**src/rtl/spi_rx_pkg.sv**
```systemverilog
// Shared types and constants for the SPI pixel receiver: FSM states,
// host command bytes and the default image size.
package spi_rx_pkg;

  typedef enum logic [2:0] {
    IDLE,
    CMD,
    PIX_R,
    PIX_G,
    PIX_B,
    TOT,
    STATUS,
    DROP
  } rxState_t;

  localparam logic [7:0] CMD_PIX  = 8'hA0;
  localparam logic [7:0] CMD_TOT  = 8'hB0;
  localparam logic [7:0] CMD_STAT = 8'hC0;

  localparam int PIX_PER_IMG_DEF = 384000;

endpackage

```
**src/rtl/spi_sync.sv**
```systemverilog
// Pin synchronizers for the SPI slave plus edge detection on the synchronized
// SCLK and CS_N; edges stay masked until the chains have refilled after reset.
module spi_sync #(
  parameter int SYNC_STAGES = 2
) (
  input  logic iCLK_50,
  input  logic iRST_N,
  input  logic iSPI_SCLK,
  input  logic iSPI_MOSI,
  input  logic iSPI_CS_N,
  output logic mosiBit,
  output logic csHigh,
  output logic sclkRise,
  output logic sclkFall,
  output logic csFall,
  output logic csRise
);

  logic [SYNC_STAGES-1:0] sclkChain;
  logic [SYNC_STAGES-1:0] mosiChain;
  logic [SYNC_STAGES-1:0] csChain;
  logic                   sclkPrev;
  logic                   csPrev;
  logic [SYNC_STAGES:0]   armChain;
  logic                   sclkNow;
  logic                   armed;

  always_ff @(posedge iCLK_50 or negedge iRST_N) begin
    if (!iRST_N) begin
      sclkChain <= '0;
      mosiChain <= '0;
      csChain   <= '1;
      sclkPrev  <= 1'b0;
      csPrev    <= 1'b1;
      armChain  <= '0;
    end else begin
      sclkChain <= (sclkChain << 1) | SYNC_STAGES'(iSPI_SCLK);
      mosiChain <= (mosiChain << 1) | SYNC_STAGES'(iSPI_MOSI);
      csChain   <= (csChain << 1) | SYNC_STAGES'(iSPI_CS_N);
      sclkPrev  <= sclkNow;
      csPrev    <= csHigh;
      armChain  <= {armChain[SYNC_STAGES-1:0], 1'b1};
    end
  end

  // The reset values of the chains are not pin history, so an edge against
  // them (e.g. CS_N already low when reset releases) must not be reported.
  assign armed    = armChain[SYNC_STAGES];
  assign sclkNow  = sclkChain[SYNC_STAGES-1];
  assign mosiBit  = mosiChain[SYNC_STAGES-1];
  assign csHigh   = csChain[SYNC_STAGES-1];

  assign sclkRise = armed &  sclkNow & ~sclkPrev;
  assign sclkFall = armed & ~sclkNow &  sclkPrev;
  assign csFall   = armed & ~csHigh  &  csPrev;
  assign csRise   = armed &  csHigh  & ~csPrev;

endmodule

```
**src/rtl/spi_pixel_rx.sv**
```systemverilog
// SPI mode-0 slave that assembles {R,G,B} pixels from the R-Pi, tracks the
// announced image total and pixel count, and answers a one-byte status query.
module spi_pixel_rx
  import spi_rx_pkg::*;
#(
  parameter int PIX_PER_IMG = PIX_PER_IMG_DEF,
  parameter int SYNC_STAGES = 2
) (
  input  logic        iCLK_50,
  input  logic        iRST_N,
  input  logic        iSPI_SCLK,
  input  logic        iSPI_MOSI,
  input  logic        iSPI_CS_N,
  output logic        oSPI_MISO,
  input  logic        iImage_Loaded,
  output logic [23:0] oPix_Data,
  output logic        oTrigger,
  output logic [7:0]  oImg_Tot,
  output logic [31:0] oPix_Count,
  output logic        oErr
);

  localparam logic [31:0] PIX_PER_IMG_U = 32'(PIX_PER_IMG);

  // Pixel budget wraps modulo 2^32, matching the host's 32-bit view.
  function automatic logic [31:0] pixLimit(input logic [7:0] tot);
    return {24'd0, tot} * PIX_PER_IMG_U;
  endfunction

  function automatic logic pixAllowed(input logic [7:0] tot, input logic [31:0] cnt);
    return (tot != 8'd0) && (cnt < pixLimit(tot));
  endfunction

  function automatic logic [7:0] statusWord(input logic loaded, input logic err,
                                            input logic [7:0] tot);
    return {loaded, err, (tot == 8'd0), 5'b0};
  endfunction

  logic       mosiBit;
  logic       csHigh;
  logic       sclkRise;
  logic       sclkFall;
  logic       csFall;
  logic       csRise;

  logic [2:0] bitCnt;
  logic [7:0] shiftIn;
  logic [7:0] rxByte;
  logic       byteDone;

  rxState_t   state;
  rxState_t   stateNxt;

  logic [7:0] redByte;
  logic [7:0] grnByte;
  logic [7:0] statShift;

  logic       cmdBad;
  logic       statEnter;
  logic       pixDone;
  logic       pixOk;
  logic       abortPix;

  spi_sync #(
    .SYNC_STAGES(SYNC_STAGES)
  ) uSync (
    .iCLK_50  (iCLK_50),
    .iRST_N   (iRST_N),
    .iSPI_SCLK(iSPI_SCLK),
    .iSPI_MOSI(iSPI_MOSI),
    .iSPI_CS_N(iSPI_CS_N),
    .mosiBit  (mosiBit),
    .csHigh   (csHigh),
    .sclkRise (sclkRise),
    .sclkFall (sclkFall),
    .csFall   (csFall),
    .csRise   (csRise)
  );

  // The completed byte includes the bit being sampled right now, so decode
  // happens on the same cycle as the eighth rise rather than one later.
  assign rxByte   = {shiftIn[6:0], mosiBit};
  assign byteDone = sclkRise & ~csHigh & (bitCnt == 3'd7);

  always_ff @(posedge iCLK_50 or negedge iRST_N) begin
    if (!iRST_N) begin
      bitCnt  <= 3'd0;
      shiftIn <= 8'd0;
    end else if (csHigh) begin
      bitCnt  <= 3'd0;
      shiftIn <= 8'd0;
    end else if (sclkRise) begin
      bitCnt  <= bitCnt + 3'd1;
      shiftIn <= rxByte;
    end
  end

  always_ff @(posedge iCLK_50 or negedge iRST_N) begin
    if (!iRST_N) begin
      state <= IDLE;
    end else begin
      state <= stateNxt;
    end
  end

  always_comb begin
    stateNxt = state;
    if (csHigh) begin
      stateNxt = IDLE;
    end else begin
      unique case (state)
        IDLE: begin
          if (csFall) stateNxt = CMD;
        end
        CMD: begin
          if (byteDone) begin
            if (rxByte == CMD_PIX) begin
              stateNxt = PIX_R;
            end else if (rxByte == CMD_TOT) begin
              stateNxt = TOT;
            end else if (rxByte == CMD_STAT) begin
              stateNxt = STATUS;
            end else begin
              stateNxt = DROP;
            end
          end
        end
        PIX_R:  if (byteDone) stateNxt = PIX_G;
        PIX_G:  if (byteDone) stateNxt = PIX_B;
        PIX_B:  if (byteDone) stateNxt = PIX_R;
        TOT:    if (byteDone) stateNxt = DROP;
        STATUS: if (byteDone) stateNxt = DROP;
        DROP:   stateNxt = DROP;
        default: stateNxt = IDLE;
      endcase
    end
  end

  assign cmdBad    = (state == CMD) & byteDone & (rxByte != CMD_PIX) &
                     (rxByte != CMD_TOT) & (rxByte != CMD_STAT);
  assign statEnter = (state == CMD) & byteDone & (rxByte == CMD_STAT);
  assign pixDone   = (state == PIX_B) & byteDone;
  assign pixOk     = pixAllowed(oImg_Tot, oPix_Count);
  // State and bit count still hold their pre-deselect values on this cycle.
  assign abortPix  = csRise & ((state == PIX_G) | (state == PIX_B) | (bitCnt != 3'd0));

  always_ff @(posedge iCLK_50 or negedge iRST_N) begin
    if (!iRST_N) begin
      redByte    <= 8'd0;
      grnByte    <= 8'd0;
      oPix_Data  <= 24'd0;
      oTrigger   <= 1'b0;
      oPix_Count <= 32'd0;
      oImg_Tot   <= 8'd0;
      oErr       <= 1'b0;
    end else begin
      oTrigger <= 1'b0;
      if ((state == PIX_R) && byteDone) redByte <= rxByte;
      if ((state == PIX_G) && byteDone) grnByte <= rxByte;
      if (pixDone && pixOk) begin
        oPix_Data  <= {redByte, grnByte, rxByte};
        oTrigger   <= 1'b1;
        oPix_Count <= oPix_Count + 32'd1;
      end
      if ((state == TOT) && byteDone) oImg_Tot <= rxByte;
      if (cmdBad || (pixDone && !pixOk) || abortPix) oErr <= 1'b1;
    end
  end

  // Mode 0: the master samples on SCLK rise, so each status bit is put out
  // on the preceding fall, starting with the fall right after the command.
  always_ff @(posedge iCLK_50 or negedge iRST_N) begin
    if (!iRST_N) begin
      statShift <= 8'd0;
      oSPI_MISO <= 1'b0;
    end else begin
      if (statEnter) begin
        statShift <= statusWord(iImage_Loaded, oErr, oImg_Tot);
      end else if ((state == STATUS) && sclkFall) begin
        statShift <= {statShift[6:0], 1'b0};
      end
      if (state != STATUS) begin
        oSPI_MISO <= 1'b0;
      end else if (sclkFall) begin
        oSPI_MISO <= statShift[7];
      end
    end
  end

endmodule

```
**config.mk**
```make
export PLATFORM = sky130hd
export DESIGN_NAME = spi_pixel_rx
export DESIGN_NICKNAME = d
export VERILOG_FILES = /design/src/rtl/spi_rx_pkg.sv /design/src/rtl/spi_sync.sv /design/src/rtl/spi_pixel_rx.sv
export SDC_FILE = /design/constraint.sdc
export NUM_CORES = 1
export LEC_CHECK = 0
export ABC_CLOCK_PERIOD_IN_PS = 8600
export CORE_MARGIN = 4
export CORE_UTILIZATION = 25
export CTS_CLUSTER_DIAMETER = 100
export DETAILED_ROUTE_END_ITERATION = 8
export GPL_TIMING_DRIVEN = 0
export PLACE_DENSITY_LB_ADDON = 0.3
export SETUP_SLACK_MARGIN = 0.2
export SLEW_MARGIN = 40
export SYNTH_ARGS = -nofsm -noshare
export SYNTH_HDL_FRONTEND = slang
export SYNTH_HIERARCHICAL = 1
export SYNTH_SLANG_ARGS = --single-unit
export TNS_END_PERCENT = 20
```
**constraint.sdc**
```tcl
create_clock -name iCLK_50 -period 8.6 [get_ports iCLK_50]
set_input_delay 1.72 -clock iCLK_50 [delete_from_list [all_inputs] [get_ports iCLK_50]]
set_output_delay 1.72 -clock iCLK_50 [all_outputs]
set_load 0.01 [all_outputs]
```
# After elaboration in Yosys (flattened, before gate mapping)
# Index checks and enable logic that the tools add are counted.
[totals]
regBits = 115
in_bits = 6
output_inout_bits = 67
wordCells = 108
[classes]
n_addsub = 2
mul = 1
n_lt_le_gt_ge = 1
eq_ne = 21
n_mux = 20
n_bitwise = 26
n_reduce_logical = 19
[ops]
columns = ["operator", "count"]
rows = [
  ["32-bit by 1-bit adder with 32-bit output, second input constant", 1],
  ["32-bit by 27-bit less-than comparator with 1-bit output", 1],
  ["3-bit two-way mux", 10],
  ["8-bit equality test, second input constant", 3],
  ["8-bit != test, second input constant", 3],
  ["3-bit one-hot mux with 7 select lines", 1],
  ["1-bit AND", 17],
  ["8-bit by 9-bit multiplier with 17-bit output, second input constant", 1],
  ["8-bit two-way mux", 2],
  ["3-bit equality test, second input constant", 5],
  ["3-bit by 2-bit != test with 1-bit output, second input constant", 5],
  ["7-bit two-way mux", 2],
  ["8-bit zero test", 1],
  ["8-bit nonzero test", 1],
  ["1-bit logical AND", 7],
  ["3-bit by 2-bit equality test with 1-bit output, second input constant", 2],
  ["2-bit by 1-bit OR with 2-bit output", 3],
  ["6-bit AND reduction", 1],
  ["2-bit nonzero test", 3],
  ["1-bit two-way mux", 4],
  ["1-bit inverter", 4],
  ["3-bit by 1-bit adder with 3-bit output, second input constant", 1],
  ["3-bit by 1-bit equality test with 1-bit output, second input constant", 1],
  ["3-bit zero test", 1],
  ["other kinds (8)", 10],
]

# Depth between registers and ports, before layout
[depth]
depth_word = 10
depth_mapped = 21
ltp_nobuf = 20

# Cells and area by module
# The synthesis kept the hierarchy.
[by_module_without_submodules]
columns = ["module", "n_inst", "cells_each", "area_per_inst_um2"]
rows = [
  ["spi_pixel_rx", 1, 619, 6666.4],
  ["spi_sync", 1, 16, 317.8],
]

# Worst setup path after synthesis
# OpenSTA, ideal clock, no wires.
[synth_path]
kind = "register to register"
startpoint = "reg oImg_Tot[5]"
endpoint = "reg oPix_Data[0]"
t_arrival_ps = 6114
t_required_ps = 8475
slack_ps = 2361
path_stages_with_launch = 20
path_buffers = 1
cell_sequence = "dfrtp_1 > inv_1 > fa_1 > fa_1 > fa_1 > inv_1 > ha_1 > ha_1 > a21oi_1 > o21ai_0 > a2111oi_0 > nor2_1 > xnor2_1 > ha_1 > a21o_1 > a2111oi_4 > o211ai_4 > a2111oi_4 > buf_6 > mux2_4"
[synth_via]
elab_chain_cells = 4
elab_cells_between_ends = 5
classes_between = "mul (1); order compare (1); reduce/logical (3)"
[synth_lines]
columns = ["element", "line_no", "text"]
rows = [
  ["start: declaration", "spi_pixel_rx.sv:18", "output logic [7:0] oImg_Tot,"],
  ["start signal: assignment", "spi_pixel_rx.sv:165", "if ((state == TOT) && byteDone) oImg_Tot <= rxByte;"],
  ["8-bit by 9-bit multiplier with 17-bit output", "spi_pixel_rx.sv:27", "return {24'd0, tot} * PIX_PER_IMG_U;"],
  ["32-bit by 27-bit less-than comparator with 1-bit output", "spi_pixel_rx.sv:31", "return (tot != 8'd0) && (cnt < pixLimit(tot));"],
  ["1-bit logical AND *", "spi_pixel_rx.sv:31", ""],
  ["1-bit logical AND *", "spi_pixel_rx.sv:160", "if (pixDone && pixOk) begin"],
  ["end signal: assignment", "spi_pixel_rx.sv:161", "oPix_Data <= {redByte, grnByte, rxByte};"],
  ["end: declaration", "spi_pixel_rx.sv:16", "output logic [23:0] oPix_Data,"],
]
# Every way passes the cells marked *; elsewhere a longest branch is shown, timed or not.
# A chain may end at the register's enable or synchronous reset.

# Worst setup path in the final report
[layout_path]
startpoint = "reg oImg_Tot[5]"
endpoint = "reg oPix_Data[1]"
# The elaborated chain is that of the path after synthesis.

==> results.cfg <==
[outcome]
run_status = finished clean

[pwr]
sw_frac_of_total_pct = 23.0
ir_drop_v = 0.0000836
power.density_mw_per_mm2 = 112
leakage_nw = 3.89
clkPwrFrac_pct = 41.8
switchingPower_w = 0.000219
p_seq_share_pct = 55.4
combPwrFrac_pct = 2.8
intPower_w = 0.000733

[clock_network]
cts_hold_buffers = 0
cts_buffer_depth = 2
cts.repair.resized = 0
cts.clk_slew.worst_paths_ps = 80
cts-root-buf = clkbuf_16
htree_levels = 3
clock-sinks = 110
insertion_delay_ps = 350
postCtsSetupBuffers = 0
cts_tree = done
cts_buffers = 9

[logic_synthesis]
synth-edff-count = 0
synth_top_area_share_pct = 38.3
ys_top_cells_by_area = dfrtp_1 38%, ha_1 11%, fa_1 7.2%
postSynthCellCount = 635
synthAdderAreaFrac_pct = 18.5
yosys_register_bits = 110
syn_area_mm2 = 0.00698
yosys.area_share.simple_pct = 11.8
synth-xor-area-share_pct = 4.26
synth.distinct_cells = 56
synth.area.mux_share_pct = 10.1
ys_seq_area_share_pct = 39.5
ys_warn_count = 6
synth_fp_nets = 729
synth_top_area_cell = dfrtp_1
synth-compound-area-share_pct = 10.3
async_flop_share_pct = 100
avgSynthCellArea_um2 = 11.0
synth_top_family_by_area = adder cells
synth_top_flop_cell = dfrtp_1

[global_route]
grt_antenna_before_repair = 0
grt-ovfl-total = 0
grt_pass1_vias = 5246
track_usage_pct = 11.5
grt_start_max_net_pins = 75
grt_pass1_wl_mm = 28.8

[sta]
max_freq_mhz = 142
min_period_ps = 7020
setup-violations-final = 0
setup_tns_ps = 0
fin_worst_skew_ps = 12.6
final_max_slew_viol_count = 0
rsz0062_at_grt = false
worst_slew_pin_slew_ps = 795
period_share_pct = 81.7
timing_hold_violations_final = 0
slew-limit-headroom_pct = 46.9
worst_slack_ps = 1580

[finish]
multi_input_area_mm2 = 0.00387
drive_gt1_share_pct = 11.3
nets = 814
instances_no_fill = 1096
areaGrowthSynthToFinish_pct = 21.9
fillers = 2795
antenna_cells = 0
design_area_mm2 = 0.00851
final_util_pct = 31.2
seqCellArea_mm2 = 0.00276
layout_commonest_cell = dfrtp_1
final_cell_mix = 107 x dfrtp_1, 71 x clkdlybuf4s50_1, 66 x inv_1, 63 x ha_1

[critical_path]
path_cells = inv_1 -> fa_1 -> fa_1 -> fa_1 -> inv_1 -> ha_1 -> ha_1 -> a21oi_1 -> o21ai_0 -> a2111oi_1 -> nor4_1 -> nor3_1 -> ha_1 -> a2111oi_4 -> o211ai_4 -> a2111oi_4 -> buf_4 -> buf_6 -> mux2_4
slowest_stage = a2111oi_1
slowest_delay_ps = 800
cp-end-kind = register
cp-start-kind = register
required_ps = 8840
path_max_fanout = 10
r2r-start = oImg_Tot[5]$_DFFE_PN0P_
r2r_cells = 19
worstReg2RegEnd = oPix_Data[1]$_DFFE_PN0P_
endpoint = oPix_Data[1]$_DFFE_PN0P_
cp_data_arrival_time_ps = 7260
crit_type = reg2reg
r2r_slack_ps = 1580
critPathLaunch = oImg_Tot[5]$_DFFE_PN0P_

[placed_design]
place_area_mm2 = 0.00823
port_buffers = 72
dp_hpwl_mm = 13.2
numPlacedInstances = 1081
gp_congestion = 0.812
pre_cts_slack_ps = 1600

[route]
ant_nets = 0
drc = 0
vias_per_cell = 4.56
wl_per_cell_um = 15.7
drtIter0Drc = 278
firstDrtPassIters = 4
vias = 4994
drt-total-wl_mm = 17.2

[die]
chipHeight_um = 175
pin_count = 73
core_area_mm2 = 0.0273
die-width_um = 175
dieArea_mm2 = 0.0307
num_rows = 60
initial_core_util_pct = 25.6

[hold_path]
min_path_type = reg2reg

[run]
max_cap_violations = 0
## power groups by stage
stage	logic, W	registers [W]	clock network, W
global route	0.0000306	0.000529	0.000432
floorplan	0.00000742	0.000536	0
CTS	0.0000281	0.000528	0.000413
global placement	0.0000261	0.000538	0
detailed placement	0.0000278	0.000538	0
finish	0.0000267	0.000528	0.000398
## cell type report
type	instances	share of cell area (%)
repair buffers	74	8.93
multi-input cells	428	45.5
inverters	66	2.91
well taps	372	5.47
flip-flops and latches	110	32.4
clock inverters	6	0.647
clock buffers	9	2.65
plain buffers	31	1.57
## flip-flops by register name, indices dropped and copies added, names as in the netlist, 2 cells and up
name / count
bitCnt: 3
grnByte: 8
oImg_Tot: 8
oPix_Count: 32
oPix_Data: 24
redByte: 8
shiftIn: 7
statShift: 3
state: 3
uSync/armChain: 3
uSync/csChain: 2
uSync/mosiChain: 2
uSync/sclkChain: 2
## critical path, delay by kind of cell (launching register included)
family,cells,cell delay [ps]
buffers and inverters,4,660
AND/OR/NAND/NOR,2,420
flip-flops,1,490
AO/OA/AOI/OAI,6,2380
multiplexers,1,310
adder cells (fa/ha/maj),6,2650
## cells by family after synthesis
group | count (synthesis)
other | 1
flip-flops | 110
adder cells (fa/ha/maj) | 88
multiplexers | 58
AND/OR/NAND/NOR | 153
buffers and inverters | 97
AO/OA/AOI/OAI | 94
XOR/XNOR | 34
## worst min-delay path by stage
stage | from | endpoint | slack [ps] | cells past startpoint
2_1_floorplan | uSync/armChain[0]$_DFF_PN0_ | uSync/armChain[1]$_DFF_PN0_ | 330 | 0
3_3_place_gp | uSync/armChain[0]$_DFF_PN0_ | uSync/armChain[1]$_DFF_PN0_ | 330 | 0
3_5_place_dp | uSync/armChain[0]$_DFF_PN0_ | uSync/armChain[1]$_DFF_PN0_ | 330 | 0
4_1_cts | uSync/mosiChain[0]$_DFF_PN0_ | uSync/mosiChain[1]$_DFF_PN0_ | 350 | 0
5_1_grt | uSync/sclkChain[0]$_DFF_PN0_ | uSync/sclkChain[1]$_DFF_PN0_ | 360 | 0
6_report | uSync/mosiChain[0]$_DFF_PN0_ | uSync/mosiChain[1]$_DFF_PN0_ | 350 | 0
## routing by layer
| metal | routed length (um) | track usage (%) | vias up | part of all wire, % |
|---|---|---|---|---|
| met5 | 0 | 0 | - | 0 |
| met4 | 235 | 3.21 | 0 | 1.4 |
| met3 | 717 | 2.19 | 18 | 4.2 |
| met2 | 8140 | 18.8 | 81 | 47 |
| met1 | 8110 | 15.7 | 2470 | 47 |
| li1 | - | - | 2425 | - |
## synthesized netlist by cell type (11+ instances only)
master and number:
nand4_1 24, ha_1 63, o21ai_0 20, inv_1 66, nor2_1 29, mux2i_1 11
mux2_4 18, clkbuf_1 25, dfrtp_1 107, fa_1 25, mux2_2 29, a21oi_1 17
nand3_1 13, xor2_1 26, nand2_1 27, a2111oi_0 27
## metrics by stage
| stage | total power [W] | hold slack, ps |
|---|---|---|
| after floorplan | 0.000544 | 331 |
| after global placement | 0.000564 | 332 |
| after detailed placement | 0.000566 | 335 |
| after CTS | 0.000969 | 348 |
| after global routing | 0.000992 | 357 |
| final | 0.000952 | 346 |
No activity file was read; power rests on OpenSTA's default activity.
